===== src/rtl/sinc3_decimator_if.sv =====
`timescale 1ns/1ps
// Output-side bundle of sinc3_decimator: PCM word with valid/ready handshake,
// plus the sticky overrun flag and its clear.
interface sinc3_decimator_if #(
  parameter int OUT_W = 16
);
  logic [OUT_W-1:0] dout;
  logic             dout_valid;
  logic             dout_ready;
  logic             overrun;
  logic             ovr_clr;

  modport master (
    output dout, dout_valid, overrun,
    input  dout_ready, ovr_clr
  );

  modport slave (
    input  dout, dout_valid, overrun,
    output dout_ready, ovr_clr
  );
endinterface


===== src/rtl/sinc3_decimator.sv =====
`timescale 1ns/1ps
// sinc3_decimator: 3rd-order CIC decimator for the 1-bit modulator stream, R = 32..256.
// Define SINC3_SAT_EN to clamp the scaled word; otherwise it is truncated to OUT_W bits.
module sinc3_decimator #(
  parameter int OSR_LOG2_MAX = 8,
  parameter int OUT_W        = 16,
  parameter int SETTLE_N     = 3
) (
  input  logic       clk,
  input  logic       rst_n,
  input  logic       en,
  input  logic [1:0] osr_sel,
  input  logic       mod_op,
  output logic       busy,
  sinc3_decimator_if.master out_if
);
  // state  | meaning
  // IDLE   | filter held cleared, ratio latched from osr_sel
  // SETTLE | filter running, first SETTLE_N decimated outputs discarded
  // RUN    | every decimated output is written to the output register

  localparam int ACC_W = 3*OSR_LOG2_MAX + 1;
  localparam int CNT_W = OSR_LOG2_MAX;
  localparam int SET_W = $clog2(SETTLE_N + 1);

  typedef enum logic [1:0] {IDLE, SETTLE, RUN} state_t;

  state_t           state_q, state_d;
  logic             x_q, x_d;
  logic [3:0]       r_log2_q, r_log2_d;
  logic [ACC_W-1:0] i1_q, i1_d, i2_q, i2_d, i3_q, i3_d;
  logic [CNT_W-1:0] cnt_q, cnt_d;
  logic [CNT_W-1:0] cnt_last;
  logic [SET_W-1:0] settle_q, settle_d;
  logic [ACC_W-1:0] samp_q, samp_d;
  logic             str_q, str_d;
  logic             run_str_q, run_str_d;
  logic [ACC_W-1:0] d1_q, d1_d, d2_q, d2_d, d3_q, d3_d;
  logic [ACC_W-1:0] c1, c2, c3;
  logic [5:0]       sh;
  logic [OUT_W-1:0] y_q, y_d;
  logic             ywr_q, ywr_d;
  logic [OUT_W-1:0] dout_q, dout_d;
  logic             valid_q, valid_d;
  logic             ovr_q, ovr_d;
  logic             strobe;
  logic             accept;
  logic             ovr_set;
  logic [ACC_W-1:0] xm;

`ifdef SINC3_SAT_EN
  localparam logic signed [ACC_W-1:0] Y_MAX = ACC_W'(2**(OUT_W-1) - 1);
  localparam logic signed [ACC_W-1:0] Y_MIN = ~Y_MAX;
  logic signed [ACC_W-1:0] y_full;
`endif

  assign xm       = x_q ? ACC_W'(1) : {ACC_W{1'b1}};
  assign cnt_last = CNT_W'((32'd1 << r_log2_q) - 32'd1);
  assign sh       = 6'(3 * r_log2_q) - 6'(OUT_W - 1);

  // Sequencing, integrators and decimation counter.
  always_comb begin
    state_d   = state_q;
    x_d       = mod_op;
    r_log2_d  = r_log2_q;
    i1_d      = i1_q;
    i2_d      = i2_q;
    i3_d      = i3_q;
    cnt_d     = cnt_q;
    settle_d  = settle_q;
    samp_d    = samp_q;
    str_d     = 1'b0;
    run_str_d = 1'b0;
    strobe    = 1'b0;
    case (state_q)
      IDLE: begin
        r_log2_d = 4'd5 + {2'b00, osr_sel};
        i1_d     = '0;
        i2_d     = '0;
        i3_d     = '0;
        cnt_d    = '0;
        settle_d = '0;
        if (en) state_d = SETTLE;
      end
      SETTLE, RUN: begin
        i1_d   = i1_q + xm;
        i2_d   = i2_q + i1_d;
        i3_d   = i3_q + i2_d;
        strobe = (cnt_q == cnt_last);
        cnt_d  = strobe ? '0 : cnt_q + 1'b1;
        if (strobe) begin
          samp_d    = i3_d;
          str_d     = 1'b1;
          run_str_d = (state_q == RUN);
          if (state_q == SETTLE) begin
            settle_d = settle_q + 1'b1;
            if (settle_q == SET_W'(SETTLE_N - 1)) state_d = RUN;
          end
        end
        if (!en) state_d = IDLE;
      end
      default: state_d = IDLE;
    endcase
  end

  // Comb chain, scaling and the one-entry output register.
  always_comb begin
    c1      = samp_q - d1_q;
    c2      = c1 - d2_q;
    c3      = c2 - d3_q;
    d1_d    = d1_q;
    d2_d    = d2_q;
    d3_d    = d3_q;
    y_d     = y_q;
    ywr_d   = 1'b0;
`ifdef SINC3_SAT_EN
    y_full  = $signed(c3) >>> sh;
`endif
    if (str_q) begin
      d1_d  = samp_q;
      d2_d  = c1;
      d3_d  = c2;
      ywr_d = run_str_q;
`ifdef SINC3_SAT_EN
      if (y_full > Y_MAX)      y_d = {1'b0, {(OUT_W-1){1'b1}}};
      else if (y_full < Y_MIN) y_d = {1'b1, {(OUT_W-1){1'b0}}};
      else                     y_d = y_full[OUT_W-1:0];
`else
      y_d   = OUT_W'($signed(c3) >>> sh);
`endif
    end
    // y is taken from the old comb state above, so clearing here cannot corrupt it.
    if (state_q == IDLE) begin
      d1_d = '0;
      d2_d = '0;
      d3_d = '0;
    end

    accept  = valid_q & out_if.dout_ready;
    dout_d  = dout_q;
    valid_d = valid_q;
    ovr_set = 1'b0;
    if (ywr_q) begin
      dout_d  = y_q;
      valid_d = 1'b1;
      ovr_set = valid_q & ~accept;
    end else if (accept) begin
      valid_d = 1'b0;
    end
    if (ovr_set)             ovr_d = 1'b1;
    else if (out_if.ovr_clr) ovr_d = 1'b0;
    else                     ovr_d = ovr_q;
  end

  always_ff @(posedge clk or negedge rst_n) begin
    if (!rst_n) begin
      state_q   <= IDLE;
      x_q       <= 1'b0;
      r_log2_q  <= '0;
      i1_q      <= '0;
      i2_q      <= '0;
      i3_q      <= '0;
      cnt_q     <= '0;
      settle_q  <= '0;
      samp_q    <= '0;
      str_q     <= 1'b0;
      run_str_q <= 1'b0;
      d1_q      <= '0;
      d2_q      <= '0;
      d3_q      <= '0;
      y_q       <= '0;
      ywr_q     <= 1'b0;
      dout_q    <= '0;
      valid_q   <= 1'b0;
      ovr_q     <= 1'b0;
    end else begin
      state_q   <= state_d;
      x_q       <= x_d;
      r_log2_q  <= r_log2_d;
      i1_q      <= i1_d;
      i2_q      <= i2_d;
      i3_q      <= i3_d;
      cnt_q     <= cnt_d;
      settle_q  <= settle_d;
      samp_q    <= samp_d;
      str_q     <= str_d;
      run_str_q <= run_str_d;
      d1_q      <= d1_d;
      d2_q      <= d2_d;
      d3_q      <= d3_d;
      y_q       <= y_d;
      ywr_q     <= ywr_d;
      dout_q    <= dout_d;
      valid_q   <= valid_d;
      ovr_q     <= ovr_d;
    end
  end

  assign out_if.dout       = dout_q;
  assign out_if.dout_valid = valid_q;
  assign out_if.overrun    = ovr_q;
  assign busy              = (state_q != IDLE);

endmodule


===== src/flat_wrapper.sv =====
// flat-port wrapper written by rule: the top's interface ports become plain ports
module sinc3_decimator_flat 
#(
  parameter int OSR_LOG2_MAX = 8,
  parameter int OUT_W        = 16,
  parameter int SETTLE_N     = 3
)
  (clk, rst_n, en, osr_sel, mod_op, busy, out_if_dout, out_if_dout_valid, out_if_overrun, out_if_dout_ready, out_if_ovr_clr);
  sinc3_decimator_if #(.OUT_W(OUT_W)) out_if_i ();
  input  logic clk;
  input  logic rst_n;
  input  logic en;
  input  logic [1:0] osr_sel;
  input  logic mod_op;
  output logic busy;
  output wire logic [$bits(out_if_i.dout)-1:0] out_if_dout;
  output wire logic [$bits(out_if_i.dout_valid)-1:0] out_if_dout_valid;
  output wire logic [$bits(out_if_i.overrun)-1:0] out_if_overrun;
  input wire logic [$bits(out_if_i.dout_ready)-1:0] out_if_dout_ready;
  input wire logic [$bits(out_if_i.ovr_clr)-1:0] out_if_ovr_clr;
  assign out_if_dout = out_if_i.dout;
  assign out_if_dout_valid = out_if_i.dout_valid;
  assign out_if_overrun = out_if_i.overrun;
  assign out_if_i.dout_ready = out_if_dout_ready;
  assign out_if_i.ovr_clr = out_if_ovr_clr;
  sinc3_decimator #(.OSR_LOG2_MAX(OSR_LOG2_MAX), .OUT_W(OUT_W), .SETTLE_N(SETTLE_N)) u_core (.clk(clk), .rst_n(rst_n), .en(en), .osr_sel(osr_sel), .mod_op(mod_op), .busy(busy), .out_if(out_if_i));
endmodule

===== config.mk =====
export PLATFORM = sky130hd
export DESIGN_NAME = sinc3_decimator_flat
export DESIGN_NICKNAME = d
export VERILOG_FILES = /design/src/rtl/sinc3_decimator_if.sv /design/src/rtl/sinc3_decimator.sv /design/src/flat_wrapper.sv
export SDC_FILE = /design/constraint.sdc
export NUM_CORES = 1
export LEC_CHECK = 0
export ABC_AREA = 0
export CAP_MARGIN = 20
export CORE_UTILIZATION = 60
export CTS_BUF_LIST = sky130_fd_sc_hd__clkbuf_2 sky130_fd_sc_hd__clkbuf_4 sky130_fd_sc_hd__clkbuf_8
export DETAILED_ROUTE_END_ITERATION = 7
export GPL_ROUTABILITY_DRIVEN = 0
export PLACE_DENSITY = 0.77
export RECOVER_POWER = 100
export REMOVE_ABC_BUFFERS = 1
export SKIP_LAST_GASP = 1
export SLEW_MARGIN = 20
export SYNTH_ARGS = -nofsm -noshare
export SYNTH_HDL_FRONTEND = slang
export SYNTH_SLANG_ARGS = --single-unit

===== constraint.sdc =====
create_clock -name clk -period 9.5 [get_ports clk]
set_input_delay 1.425 -clock clk [delete_from_list [all_inputs] [get_ports clk]]
set_output_delay 1.425 -clock clk [all_outputs]
set_load 0.01 [all_outputs]

==> results.md <==
* Setup repair after global routing missed its margin: false
* Post-synth EDFFs at 0
* CTS resizes at 0
* CORE AREA at 28160 um2
* Flops & latches, synth at 229
* Crit path kind: reg -> reg
* Max-slew headroom at -2.568
* Root buf cell: clkbuf_8
* Final setup TNS at 0 ps
* Initial antenna violation count at 0
* Clk sink count at 229
* Crit path time final at 8342 ps
* Largest net degree at the start of global routing at 99
* Synth area leader: dfrtp_1
* Vias in the first global route at 14208
* Port bufs at 26
* R2r setup slk at 1160 ps
* Post-synth ARST share at 1.000
* # hold bufs at CTS at 0
* Placed cell count at 2285
* CP max-delay cell: xor2_2
* Via density at 6.018
* Residual DRC at 0
* FF-to-FF Start: u_core.d1_q[1]
* Syn Area/Cell at 8.950 um2
* TritonCTS Buffers at 41
* Initial core utilization at 0.6174
* Synth unique cells at 90
* First-pass GRT wire length at 64.98 mm
* Clock slew at reported path FFs at 60 ps
* HP Start: u_core.run_str_q
* Area contributors post-synth: dfrtp_1 33%, ha_1 12%, xnor2_1 4.8%, mux2i_1 4.6%, nand2_1 3.8%
* Total number of vias at 14196
* Placed wire-length estimate at 27.06 mm
* # setup viols final at 0
* Hold-critical path depth at 1
* Fmax at 119.9 MHz
* Sequential fraction of the synthesis area at 0.3295
* Layout Nets at 2126
* Routed WL at 38.60 mm
* Top Ports at 27
* R2r endpoint: u_core.y_q[11]
* Bufs on Longest Clock Path at 3
* Dpl cell area at 17950 um2
* Die area at 29670 um2
* Mapped Cells at 1943
* DIE WIDTH at 172.2 um
* Worst hold path endpoint: u_core.ywr_q
* Slew of the pin with the lowest slew margin at 5353 ps
* Fillers at 2275
* CTS tree: done
* Worst-Skew Late Latency at 560 ps
* Setup Fix Bufs, Post-CTS at 0
* CP max FO at 19
* # Max-Cap Violations at 8
* Worst setup margin at 1158 ps
* Worst r2r path cells at 29
* DR WL/cell at 16.36 um
* Grt total ovfl at 0
* Skew final at 28.27 ps
* WP data arrival at 8580 ps
* Layout cells sized above 1 at 0.07370
* Area Overhead vs Synth at 8.591%
* Max-slew violations at 587
* Main synth FF type: dfrtp_1
* Worst hold path type: reg -> reg
* Fin crit share at 0.8781
* Status: finished, violations left
* Synth Warn # at 0
* TritonRoute pass-1 iters at 5
* Final Hold Viols at 0
* CP Capture Type: register
* DRT iter0 DRCs at 1033
* Crit path launch type: register
* ANT nets after route at 0
* Final instance area at 18880 um2
* Synth top area share at 0.3295
* Antenna Cells at 0
* Worst path required time at 9740 ps
* Pre-CTS setup slack at 1493 ps
* Mapped Area at 17390 um2
* Violated checks: capacitance limit, slew limit
* Max H-tree Level at 2
* Crit path largest cell delay at 690 ps
* Non-Filler Instances at 2359
* Die height at 172.2 um
* Number of placement rows at 61
* GRT Total Usage at 0.2673
[cells in the mapped netlist, drive strengths merged, types with 8 or more instances]
master	number
dfrtp	229
mux2	21
xnor2	96
a31oi	24
or2	9
nand4	8
and3	21
a21boi	8
a21o	40
nand3b	8
ha	161
mux2i	80
nor2	176
nand2b	21
o31ai	15
o21a	22
nor2b	15
o211ai	13
nand2	176
clkbuf	65
o21bai	9
a21oi	129
or3	11
buf	9
and2	14
xor2	45
a22o	68
nor3	33
nand3	42
a211oi	22
inv	132
o21ai	115
mux4	11
[placed cells by master, fill, tap and decap left out, types with 19 or more instances in the layout]
cell             n
dfrtp_1        229
nand2_1        176
nor2_1         175
ha_1           161
inv_1          131
a21oi_1        129
o21ai_0        108
xnor2_1         96
mux2i_1         80
a22o_1          68
clkbuf_8        50
xor2_1          43
nand3_1         42
a21o_1          40
nor3_1          33
a31oi_1         23
o21a_1          22
nand2b_1        21
and3_1          21
mux2_2          21
dlygate4sd3_1   21
a211oi_1        19
[area by class of cell]
class	count	area [um2]	share of cell area
Inverter	133	499.2	0.02644
Multi-Input combinational cell	1507	10870	0.5756
Clock buffer	61	770.7	0.04082
Clock inverter	13	220.2	0.01166
Timing Repair Buffer	38	320.3	0.01696
Sequential cell	229	5731	0.3035
Tap cell	378	473.0	0.02505
[critical path: cells and delay by family, from the launching register on]
family | cells | cell delay (ps)
AO/OA/AOI/OAI | 17 | 4000
XOR/XNOR | 3 | 1020
adder cells (fa/ha/maj) | 3 | 920
buffers and inverters | 1 | 60
flip-flops | 1 | 390
multiplexers | 1 | 440
AND/OR/NAND/NOR | 4 | 1180
[state kept, by name (all words and copies together) (netlist names)]
register / flops
u_core.d2_q: 25
u_core.out_if.dout: 16
u_core.i1_q: 25
u_core.ywr_q: 1
u_core.out_if.overrun: 1
u_core.i3_q: 25
u_core.y_q: 16
u_core.r_log2_q: 4
u_core.d1_q: 25
u_core.x_q: 1
u_core.samp_q: 25
u_core.state_q: 2
u_core.out_if.dout_valid: 1
u_core.i2_q: 25
u_core.cnt_q: 8
u_core.str_q: 1
u_core.d3_q: 25
u_core.run_str_q: 1
u_core.settle_q: 2
[layer usage]
metal / routed length [um] / vias up / track usage
met5: 0 / - / 0
met4: 1313 / 0 / 0.1116
met3: 1554 / 96 / 0.03685
met2: 19340 / 346 / 0.4905
met1: 16390 / 6763 / 0.3106
li1: - / 6991 / -
[through the flow]
stage	hold WS (ps)	utilization
floorplan	433.7	-
global placement	435.3	0.6375
detailed placement	449.0	0.6375
CTS	472.0	0.6727
global route	480.0	0.6705
finish	467.4	0.6705
[cell families after synthesis]
| logic type | after synthesis | share of synthesized area |
|---|---|---|
| AND/OR/NAND/NOR | 551 | 0.1449 |
| AO/OA/AOI/OAI | 534 | 0.2094 |
| flip-flops | 229 | 0.3295 |
| buffers and inverters | 207 | 0.04519 |
| adder cells (fa/ha/maj) | 168 | 0.1239 |
| XOR/XNOR | 142 | 0.07318 |
| multiplexers | 112 | 0.07390 |
[worst max path at each step]
stage,slack (ps),start,end,cells past startpoint
global route,570,u_core.d1_q[1],u_core.y_q[13],29
floorplan,2380,u_core.d1_q[1],u_core.y_q[3],29
CTS,1440,u_core.d1_q[1],u_core.y_q[13],29
detailed placement,1490,u_core.d1_q[1],u_core.y_q[13],29
finish,1160,u_core.d1_q[1],u_core.y_q[11],29
global placement,1750,u_core.d1_q[1],u_core.y_q[13],29
Power is not shown: default switching activity piles up to over one toggle a cycle in this logic, so the estimate is an artifact.
